<file path="src/rtl/display_scheduler.sv">
// View scheduler for the ALU display: rotates A/B/RES/FLAGS on a dwell timer or button press.
// Define SCHED_ALERT_EN to compile in flag-change detection and the timed ALERT view.
module display_scheduler #(
  parameter int DWELL_CYCLES = 100_000_000,
  parameter int ALERT_CYCLES = 200_000_000,
  parameter int AUTO_ROTATE  = 1
) (
  input  logic       clk,
  input  logic       rst,
  input  logic [7:0] a,
  input  logic [7:0] b,
  input  logic [7:0] result,
  input  logic       zero,
  input  logic       carry,
  input  logic       overflow,
  input  logic       btn_next,
  output logic [3:0] d0,
  output logic [3:0] d1,
  output logic [3:0] d2,
  output logic [3:0] d3,
  output logic [1:0] view,
  output logic       alert
);

`ifdef SCHED_ALERT_EN
  localparam int CNT_MAX = (DWELL_CYCLES > ALERT_CYCLES) ? DWELL_CYCLES : ALERT_CYCLES;
`else
  localparam int CNT_MAX = DWELL_CYCLES;
`endif
  localparam int CNT_W = (CNT_MAX > 1) ? $clog2(CNT_MAX) : 1;
  localparam logic [CNT_W-1:0] DWELL_LAST = CNT_W'(DWELL_CYCLES - 1);

`ifdef SCHED_ALERT_EN
  localparam logic [CNT_W-1:0] ALERT_LAST = CNT_W'(ALERT_CYCLES - 1);
  typedef enum logic [2:0] {
    VIEW_A = 3'd0, VIEW_B = 3'd1, VIEW_RES = 3'd2, VIEW_FLAGS = 3'd3, ALERT = 3'd4
  } state_t;
`else
  typedef enum logic [1:0] {
    VIEW_A = 2'd0, VIEW_B = 2'd1, VIEW_RES = 2'd2, VIEW_FLAGS = 2'd3
  } state_t;
`endif

  function automatic state_t next_view(input state_t s);
    case (s)
      VIEW_A:   return VIEW_B;
      VIEW_B:   return VIEW_RES;
      VIEW_RES: return VIEW_FLAGS;
      default:  return VIEW_A;
    endcase
  endfunction

  function automatic logic [1:0] view_code(input state_t s);
`ifdef SCHED_ALERT_EN
    if (s == ALERT) return 2'd3;
`endif
    return s[1:0];
  endfunction

  state_t           state_q, state_d;
  logic [CNT_W-1:0] dwell_q, dwell_d;
  logic [15:0]      digits_q, digits_d;
  logic [1:0]       view_q;
  logic [2:0]       flags;
  logic             dwell_exp;

  assign flags     = {overflow, carry, zero};
  assign dwell_exp = (AUTO_ROTATE != 0) && (dwell_q == DWELL_LAST);

`ifdef SCHED_ALERT_EN
  state_t           saved_q, saved_d;
  logic [CNT_W-1:0] acnt_q, acnt_d;
  logic [2:0]       prev_flags_q;
  logic             flag_evt;
  logic             alert_q;

  assign flag_evt = (flags != prev_flags_q);
`endif

  // Next-state: a flag event outranks the button; button and dwell expiry share one step.
  always_comb begin
    state_d = state_q;
    dwell_d = dwell_q;
`ifdef SCHED_ALERT_EN
    saved_d = saved_q;
    acnt_d  = acnt_q;
    if (state_q == ALERT) begin
      if (flag_evt)                 acnt_d  = '0;
      else if (btn_next)            state_d = next_view(saved_q);
      else if (acnt_q == ALERT_LAST) state_d = saved_q;
      else                          acnt_d  = acnt_q + 1'b1;
    end else if (flag_evt) begin
      saved_d = state_q;
      state_d = ALERT;
      acnt_d  = '0;
    end else
`endif
    if (btn_next || dwell_exp) state_d = next_view(state_q);
    else if (dwell_q != DWELL_LAST) dwell_d = dwell_q + 1'b1;

    if (state_d != state_q) dwell_d = '0;
`ifdef SCHED_ALERT_EN
    if (state_d != ALERT) acnt_d = '0;
`endif
  end

  always_comb begin
    digits_d = {4'hF, 3'b000, overflow, 3'b000, carry, 3'b000, zero};
    case (state_q)
      VIEW_A:   digits_d = {4'hA, 4'h0, a};
      VIEW_B:   digits_d = {4'hB, 4'h0, b};
      VIEW_RES: digits_d = {4'hC, 4'h0, result};
      default:  ;
    endcase
  end

  always_ff @(posedge clk) begin
    if (!rst) begin
      state_q  <= VIEW_A;
      dwell_q  <= '0;
      digits_q <= '0;
      view_q   <= '0;
`ifdef SCHED_ALERT_EN
      saved_q      <= VIEW_A;
      acnt_q       <= '0;
      prev_flags_q <= flags;
      alert_q      <= 1'b0;
`endif
    end else begin
      state_q  <= state_d;
      dwell_q  <= dwell_d;
      digits_q <= digits_d;
      view_q   <= view_code(state_q);
`ifdef SCHED_ALERT_EN
      saved_q      <= saved_d;
      acnt_q       <= acnt_d;
      prev_flags_q <= flags;
      alert_q      <= (state_q == ALERT);
`endif
    end
  end

  assign {d3, d2, d1, d0} = digits_q;
  assign view             = view_q;
`ifdef SCHED_ALERT_EN
  assign alert = alert_q;
`else
  assign alert = 1'b0;
`endif

endmodule

</file>
<file path="config.mk">
export PLATFORM = sky130hd
export DESIGN_NAME = display_scheduler
export DESIGN_NICKNAME = d
export VERILOG_FILES = /design/src/rtl/display_scheduler.sv
export SDC_FILE = /design/constraint.sdc
export NUM_CORES = 1
export LEC_CHECK = 0
export CORE_MARGIN = 4
export CORE_UTILIZATION = 53
export CTS_CLUSTER_SIZE = 20
export DETAILED_ROUTE_END_ITERATION = 12
export PLACE_DENSITY = 0.84
export REMOVE_ABC_BUFFERS = 1
export SLEW_MARGIN = 20
export SYNTH_ARGS = -nofsm -noshare
export SYNTH_HDL_FRONTEND = slang
export SYNTH_SLANG_ARGS = --single-unit
export TNS_END_PERCENT = 10
</file>
<file path="constraint.sdc">
create_clock -name clk -period 3.4 [get_ports clk]
set_input_delay 0.68 -clock clk [delete_from_list [all_inputs] [get_ports clk]]
set_output_delay 0.68 -clock clk [all_outputs]
set_load 0.1 [all_outputs]
</file>
==> impl_metrics.csv, run 1 <==
group,metric,value,unit
status,status,"complete, no violations",
timing,fin_crit,2.44,ns
synthesis,syn_avg_cell_area,9.45,um^2
grt,grt_overflow,0,
place,hpwl,3280,um
drt,routed_wl,4570,um
finish,layout_commonest_cell,"dfxtp_1",
finish,final_net_count,300,
finish,final_cell_mix,"44 x dfxtp_1, 42 x clkdlybuf4s50_1, 20 x nor2_1, 15 x xor2_1",
drt,first_pass_iters,4,
synthesis,ys_seq_area_frac,0.414,
drt,ant_nets,0,
setup_path,path_delay_family,"buffers and inverters",
timing,whs,0.519,ns
timing,clock_skew,0.00496,ns
cts,htreeDepth,2,
place,globalplace.congestion,0.771,
finish,antenna_cells,0,
synthesis,yosys_warnings,0,
setup_path,arrival,1.76,ns
timing,worst_pin_slew,1.00,ns
cts,cts_tree,"built",
timing,finalCritPeriodShare,0.719,
min_path,hp-start,"dwell_q[12]$_SDFFE_PP0P_",
die,ios,49,
synthesis,synth-seq-cells,44,
finish,drive_gt1_frac,0.113,
cts,clock-root-buffer,"clkbuf_8",
setup_path,slowest_stage,"clkdlybuf4s50_1",
finish,fill_cells,290,
drt,wl_per_cell,14.5,um
drt,drc_errors,0,
run,maxCapViolCount,0,
finish,fin_util,0.704,
cts,cts_setup_buffers,0,
setup_path,critical-path-max-stage-delay,1.15,ns
cts,cts_resized,0,
cts,cts_hold_buffers,0,
die,core_area,0.00377,mm^2
drt,vias,1814,
die,initial_core_util,0.564,
setup_path,startpoint,"digits_q[14]$_SDFF_PN0_",
die,die_w,71.3,um
cts,clk-insertion-delay-late,0.30,ns
setup_path,path_depth,1,
cts,numCtsBuffers,5,
setup_path,worstPathBufferInverterCount,1,
timing,drv_slew,0,
die,rows,22,
power,power_leakage,0.000951,uW
timing,setup_viol,0,
grt,antenna_found_initial,0,
grt,grt_pass1_wl,7670,um
cts,clkTransAtPathRegs,0.08,ns
drt,drt_iter0_drc,165,
setup_path,critical_path_required,2.72,ns
synthesis,synth_cell_types,47,
die,dieHeight,71.3,um
min_path,holdPathStages,2,
timing,hold_violations,0,
power,power_density,483,mW/mm^2
timing,rsz0062_at_grt,"false",
die,die_area,0.00509,mm^2
min_path,hold_path_class,"reg -> reg",
grt,grt_pass1_vias,1730,
setup_path,worstPathMaxFanout,1,
timing,setup_tns,0,ns
setup_path,r2r_start,"state_q[0]$_SDFF_PN0_",
setup_path,reg2regPathDepth,7,
setup_path,worst_setup_path_start_kind,"register",
grt,grt_util_all_layers,0.185,
setup_path,path_cells,"clkdlybuf4s50_1",
cts,cts.path.max_buffers,2,
synthesis,synthCells,225,
finish,syn_to_final_growth,25.0,%
grt,grt_max_degree,28,
synthesis,syn_area,0.00213,mm^2
drt,avgViaCountPerCell,5.78,
timing,relSlewSlack,0.329,
setup_path,crit_path_end_kind,"output pin",
power,peakVddDrop,302,uV
cts,cts.sinks,44,
timing,fmax,0.409,GHz
setup_path,critPathKind,"reg -> out",
place,portBuffers,44,
[cell families (layout without fill, tap and decap cells)]
group                    count (synthesis)  after routing  share of synthesized area
AND/OR/NAND/NOR                         99             99                      0.278
flip-flops                              44             44                      0.414
AO/OA/AOI/OAI                           37             37                      0.135
XOR/XNOR                                18             18                     0.0742
buffers and inverters                   18             56                     0.0530
adder cells (fa/ha/maj)                  5              5                     0.0294
multiplexers                             3              3                     0.0141
other                                    1              4                    0.00176
[layout make-up]
cell class / count / area, um^2 / area share
clock buffer: 6 / 82.6 / 0.0311
clock inverter: 2 / 38.8 / 0.0146
inverter: 4 / 15.0 / 0.00565
multi-input combinational: 166 / 1140 / 0.431
sequential: 44 / 881 / 0.332
tap: 48 / 60.1 / 0.0226
timing repair buffer: 44 / 435 / 0.164
[path summary, 6_finish.rpt]
path | slack [ns] | endpoint
setup reg to reg | 1.08 | dwell_q[20]$_SDFFE_PP0P_
setup / recovery | 0.96 | d3[2]
hold reg to reg | 0.52 | dwell_q[12]$_SDFFE_PP0P_
hold / removal | 0.52 | dwell_q[12]$_SDFFE_PP0P_
[metal layers]
| layer | GRT usage | vias up | share of wire |
|---|---|---|---|
| li1 | - | 891 | - |
| met4 | 0.0710 | 0 | 0.017 |
| met1 | 0.209 | 848 | 0.43 |
| met2 | 0.311 | 65 | 0.46 |
| met3 | 0.0757 | 10 | 0.10 |
| met5 | 0 | - | 0 |
[through the flow]
step / worst slack (ns) / area, um^2 / instances / power (uW)
CTS: 0.938 / 2660 / 314 / 1290
detailed placement: 0.909 / 2530 / 306 / 873
global route: 0.868 / 2660 / 314 / 1330
global placement: 0.950 / 2530 / 306 / 870
finish: 0.955 / 2660 / 314 / 1280
floorplan: 1.50 / 2040 / 214 / 782
[flip-flops by register name, indices dropped and copies added, names as in the netlist]
signal,flops
digits_q,13
state_q,2
view,2
dwell_q,27
[synthesized netlist by cell type, drive strengths merged]
master | instances | area, um^2
inv | 4 | 15.0
or4b | 1 | 10.0
nor2 | 27 | 119
a222oi | 8 | 80.1
dfxtp | 44 | 881
nand4 | 9 | 77.6
clkbuf | 6 | 22.5
o21a | 3 | 23.8
nand3 | 14 | 75.1
and4b | 2 | 20.0
nand2b | 1 | 6.26
o41ai | 1 | 8.76
and4 | 2 | 20.0
nor2b | 2 | 12.5
xnor2 | 3 | 26.3
and2 | 6 | 37.5
nor4 | 4 | 31.3
or4 | 7 | 56.3
buf | 8 | 75.1
o211ai | 1 | 7.51
o21ai | 6 | 45.1
and4bb | 1 | 12.5
and3 | 4 | 25.0
o31ai | 7 | 52.6
or3 | 2 | 12.5
nor3 | 3 | 20.0
ha | 5 | 62.6
nor3b | 1 | 7.51
xor2 | 15 | 131
a21oi | 10 | 61.3
conb | 1 | 3.75
nand2 | 13 | 48.8
o21bai | 1 | 7.51
mux2i | 3 | 30.0
[power by group]
| part | total, uW | switching [uW] | internal [uW] |
|---|---|---|---|
| sequential | 547 | 10.2 | 537 |
| clock | 421 | 181 | 240 |
| combinational | 315 | 223 | 92.7 |
(Power assumes the default switching activity.)
==> run 2: changes to the inputs <==
- CORE_UTILIZATION: 53 -> 50
- PLACE_DENSITY: 0.84 -> 0.8
- clock period: 3.4 -> 2.5 ns (I/O delays scaled with it)
==> run 2 against run 1 <==
Count of clock-buffer cells in the layout increased by 1; combinational power rose by 33%; clock power up 8.8%; routed wire length down 1.3%; final cell count grew 1.6%; final area down 1.3%; first-iteration DRC count increased by 12%; critical endpoint is now dwell_q[4]$_SDFFE_PP0P_; highest routed layer unchanged.
==> impl_metrics.csv, run 2 (synthesis results as in run 1) <==
group,metric,value,unit
finish,final_cell_mix,"44 x dfxtp_1, 29 x clkdlybuf4s50_1, 20 x nor2_1, 18 x buf_4, 15 x xor2_1",
finish,layout_commonest_cell,"dfxtp_1",
grt,grt_pass1_vias,1744,
cts,numCtsBuffers,5,
die,die_w,73.2,um
setup_path,arrival,2.32,ns
timing,drv_slew,0,
finish,reg_top3,"dwell_q (27), digits_q (13)",
drt,avgViaCountPerCell,5.67,
timing,clock_skew,0.00193,ns
timing,relSlewSlack,0.484,
setup_path,worstPathMaxFanout,21,
timing,rsz0062_at_grt,"false",
finish,antenna_cells,0,
place,portBuffers,44,
drt,ant_nets,0,
power,power_density,619,mW/mm^2
die,dieHeight,73.2,um
timing,hold_violations,0,
finish,largest_reg_flops,27,
setup_path,worst_setup_path_start_kind,"register",
min_path,hold_end,"dwell_q[12]$_SDFFE_PP0P_",
die,core_area,0.00406,mm^2
finish,fin_util,0.646,
status,status,"complete, no violations",
die,ios,49,
power,power_leakage,0.000971,uW
setup_path,path_delay_family,"compound AO/OA/AOI/OAI gates",
cts,cts.path.max_buffers,2,
drt,first_pass_iters,4,
cts,clkTransAtPathRegs,0.08,ns
die,initial_core_util,0.524,
place,hpwl,3330,um
timing,setup_slack,0.412,ns
timing,fmax,0.479,GHz
place,globalplace.congestion,0.830,
min_path,holdPathStages,2,
cts,cts_tree,"built",
setup_path,slowest_stage,"o21ai_2",
finish,fin_area,0.00262,mm^2
setup_path,r2r_slack,0.41,ns
finish,final_net_count,303,
grt,grt_max_degree,28,
cts,clk-insertion-delay-late,0.29,ns
grt,grt_util_all_layers,0.177,
setup_path,reg2regPathDepth,6,
place,preCtsSetupSlack,0.359,ns
cts,cts_resized,0,
setup_path,path_cells,"ha_1, and4bb_1, nand4_2, o21ai_2, o21ai_0, a21oi_2",
timing,fin_crit,2.09,ns
setup_path,reg2reg_to,"dwell_q[4]$_SDFFE_PP0P_",
drt,drt_iter0_drc,184,
finish,largest-register,"dwell_q",
drt,drc_errors,0,
place,place_area,0.00253,mm^2
cts,cts.sinks,44,
cts,cts_hold_buffers,0,
setup_path,crit_path_end_kind,"register",
drt,wl_per_cell,14.1,um
cts,clock-root-buffer,"clkbuf_8",
timing,setup_viol,0,
min_path,hold_path_class,"reg -> reg",
grt,grt_pass1_wl,7420,um
finish,final_cells,319,
finish,syn_to_final_growth,23.3,%
timing,worst_pin_slew,0.775,ns
cts,htreeDepth,2,
setup_path,critical-path-max-stage-delay,0.64,ns
setup_path,worstPathBufferInverterCount,0,
min_path,hp-start,"dwell_q[12]$_SDFFE_PP0P_",
setup_path,critical_path_required,2.74,ns
timing,setup_tns,0,ns
grt,antenna_found_initial,0,
finish,drive_gt1_frac,0.167,
grt,grt_overflow,0,
place,dp_cells,311,
setup_path,r2r_start,"dwell_q[0]$_SDFFE_PP0P_",
power,peakVddDrop,360,uV
timing,finalCritPeriodShare,0.835,
drt,routed_wl,4510,um
cts,cts_setup_buffers,0,
setup_path,critPathKind,"reg -> reg",
run,maxCapViolCount,0,
die,die_area,0.00536,mm^2
drt,vias,1808,
die,rows,23,
==> run 2: area by class of cell <==
type | count | area, um^2
multi-input combinational | 166 | 1140
inverter | 4 | 15.0
timing repair buffer | 47 | 425
fill | 350 | 1440
sequential | 44 | 881
clock inverter | 1 | 7.51
tap | 50 | 62.6
clock buffer | 7 | 86.3
==> run 2: routing by layer <==
| layer | part of all wire | global-route usage |
|---|---|---|
| met1 | 0.43 | 0.198 |
| met2 | 0.46 | 0.298 |
| met3 | 0.092 | 0.0799 |
| met4 | 0.013 | 0.0594 |
| met5 | 0 | 0 |
==> run 2: through the flow <==
step | total power, uW | hold WS, ns
2_1_floorplan | 1060 | 0.469
3_3_place_gp | 1180 | 0.494
3_5_place_dp | 1180 | 0.504
4_1_cts | 1640 | 0.513
5_1_grt | 1690 | 0.538
6_report | 1620 | 0.514
==> run 2: how the worst max path moves through the flow <==
stage | to | slack, ns | startpoint | cells after the start
after detailed placement | dwell_q[9]$_SDFFE_PP0P_ | 0.36 | btn_next | 5
after global placement | dwell_q[11]$_SDFFE_PP0P_ | 0.43 | btn_next | 5
final | dwell_q[4]$_SDFFE_PP0P_ | 0.41 | dwell_q[0]$_SDFFE_PP0P_ | 6
after CTS | dwell_q[3]$_SDFFE_PP0P_ | 0.44 | dwell_q[0]$_SDFFE_PP0P_ | 6
after floorplan | dwell_q[0]$_SDFFE_PP0P_ | 0.60 | state_q[0]$_SDFF_PN0_ | 7
after global routing | dwell_q[25]$_SDFFE_PP0P_ | 0.26 | state_q[0]$_SDFF_PN0_ | 8
==> run 2: worst min-delay path: stages (launching register included) <==
cell and delay [ns]:
dfxtp_1 0.34, o31ai_1 0.07, a21oi_1 0.05
==> run 2: power breakdown <==
group	total (uW)	switching, uW	leakage, uW	internal (uW)
clock	458	233	0.0000445	224
combinational	419	297	0.000569	122
sequential	746	15.6	0.000358	730
==> run 3: changes to the inputs <==
- clock period: 2.5 -> 2 ns (I/O delays scaled with it)
==> run 3 against run 2 <==
Critical path depth rose by 1; via count rose by 4.0%; count of clock-buffer cells in the layout fell by 1; clock power rose by 25%; non-clock buffer count rose by 21; fmax rose by 14%; routed wire length rose by 3.9%; combinational power rose by 32%; final cell count rose by 6.6%; total power rose by 27%; global-route usage rose by 0.084 points; critical path type unchanged.
==> impl_metrics.csv, run 3 (synthesis results as in run 1) <==
group,metric,value,unit
finish,antenna_cells,0,
setup_path,startpoint,"dwell_q[1]$_SDFFE_PP0P_",
timing,relSlewSlack,0.635,
finish,final_net_count,324,
cts,cts.path.max_buffers,2,
min_path,holdPathStages,2,
setup_path,worst_setup_path_start_kind,"register",
timing,clock_skew,0.00578,ns
drt,avgViaCountPerCell,5.53,
setup_path,critical-path-max-stage-delay,0.41,ns
setup_path,path_cells,"ha_1, and4bb_1, nand4_2, o21ai_4, buf_4, mux2i_1, and2_1",
setup_path,arrival,2.08,ns
die,die_w,73.2,um
setup_path,reg2reg_to,"state_q[0]$_SDFF_PN0_",
finish,layout_commonest_cell,"dfxtp_1",
die,initial_core_util,0.524,
timing,rsz0062_at_grt,"false",
drt,wl_per_cell,13.8,um
die,dieHeight,73.2,um
finish,syn_to_final_growth,31.6,%
finish,drive_gt1_frac,0.231,
setup_path,r2r_start,"dwell_q[1]$_SDFFE_PP0P_",
setup_path,r2r_slack,0.16,ns
drt,vias,1881,
cts,cts_tree,"built",
grt,grt_pass1_wl,7590,um
timing,fin_crit,1.84,ns
grt,grt_util_all_layers,0.178,
setup_path,critPathKind,"reg -> reg",
finish,largest-register,"dwell_q",
finish,final_cell_mix,"44 x dfxtp_1, 38 x buf_4, 29 x clkdlybuf4s50_1, 20 x nor2_1, 15 x xor2_1",
finish,largest_reg_flops,27,
place,globalplace.congestion,0.860,
status,status,"complete, no violations",
place,hpwl,3510,um
die,core_area,0.00406,mm^2
setup_path,path_delay_family,"simple AND/OR/NAND/NOR gates",
cts,htreeDepth,2,
finish,reg_top3,"dwell_q (27), digits_q (13)",
setup_path,reg2regPathDepth,7,
grt,grt_pass1_vias,1750,
grt,grt_max_degree,28,
run,maxCapViolCount,0,
grt,antenna_found_initial,0,
setup_path,crit_path_end_kind,"register",
timing,fmax,0.544,GHz
drt,drt_iter0_drc,188,
timing,setup_viol,0,
drt,routed_wl,4680,um
cts,cts.sinks,44,
die,die_area,0.00536,mm^2
timing,finalCritPeriodShare,0.919,
timing,hold_violations,0,
drt,ant_nets,0,
cts,clk-insertion-delay-late,0.29,ns
cts,numCtsBuffers,5,
power,power_leakage,0.00109,uW
cts,cts_hold_buffers,0,
setup_path,slowest_stage,"o21ai_4",
timing,drv_slew,0,
setup_path,worstPathMaxFanout,19,
grt,grt_overflow,0,
die,rows,23,
min_path,hp-start,"dwell_q[23]$_SDFFE_PP0P_",
min_path,hold_path_class,"reg -> reg",
drt,drc_errors,0,
cts,clock-root-buffer,"clkbuf_8",
timing,worst_pin_slew,0.543,ns
place,portBuffers,44,
power,peakVddDrop,624,uV
place,preCtsSetupSlack,0.0213,ns
min_path,hold_end,"dwell_q[23]$_SDFFE_PP0P_",
setup_path,worstPathBufferInverterCount,1,
timing,setup_tns,0,ns
drt,first_pass_iters,4,
finish,final_cells,340,
power,power_density,736,mW/mm^2
cts,clkTransAtPathRegs,0.08,ns
setup_path,critical_path_required,2.24,ns
place,dp_cells,332,
die,ios,49,
timing,setup_slack,0.161,ns
[run 3: timing repair]
item                                    in CTS  in global routing
endpoints found under the setup margin       0                  6
gates resized for setup                      0                  1
buffers inserted                             0                  0
[run 3: worst min-delay path, stage by stage, from the launching register on]
cell	delay [ns]
dfxtp_1	0.35
xor2_1	0.07
nor2_1	0.07
[run 3: cell type report]
type	count	area [um^2]
Timing Repair Buffer	68	596
Clock inverter	2	10.0
Fill cell	320	1260
Clock buffer	6	82.6
Multi-Input combinational cell	166	1150
Sequential cell	44	881
Tap cell	50	62.6
Inverter	4	15.0
[run 3: worst max-delay path by stage]
stage                     depth (start not counted)                      end  slack, ns
after floorplan                                   7  dwell_q[0]$_SDFFE_PP0P_       0.10
after global placement                            5  dwell_q[9]$_SDFFE_PP0P_       0.08
after detailed placement                          6  dwell_q[9]$_SDFFE_PP0P_       0.02
after CTS                                         7    state_q[1]$_SDFF_PN0_       0.02
after global routing                              7  dwell_q[6]$_SDFFE_PP0P_       0.03
final                                             7    state_q[0]$_SDFF_PN0_       0.16
[run 3: metrics by stage]
stage / cell area [um^2] / util / total power, uW / hold WS (ns)
floorplan: 2040 / - / 1330 / 0.428
detailed placement: 2700 / 0.665 / 1510 / 0.497
CTS: 2790 / 0.688 / 2070 / 0.522
global route: 2800 / 0.689 / 2130 / 0.546
global placement: 2700 / 0.665 / 1500 / 0.491
finish: 2800 / 0.689 / 2060 / 0.520
[run 3: per-layer routing]
metal / part of all wire / GRT usage / vias up
li1: - / - / 937
met1: 0.43 / 0.211 / 875
met2: 0.47 / 0.303 / 64
met3: 0.088 / 0.0592 / 5
met4: 0.011 / 0.0553 / 0
met5: 0 / 0 / -
[run 3: power breakdown]
part           total, uW  internal [uW]  switching (uW)
Combinational        554            172             382
Clock                574            276             298
Sequential           931            913            18.1
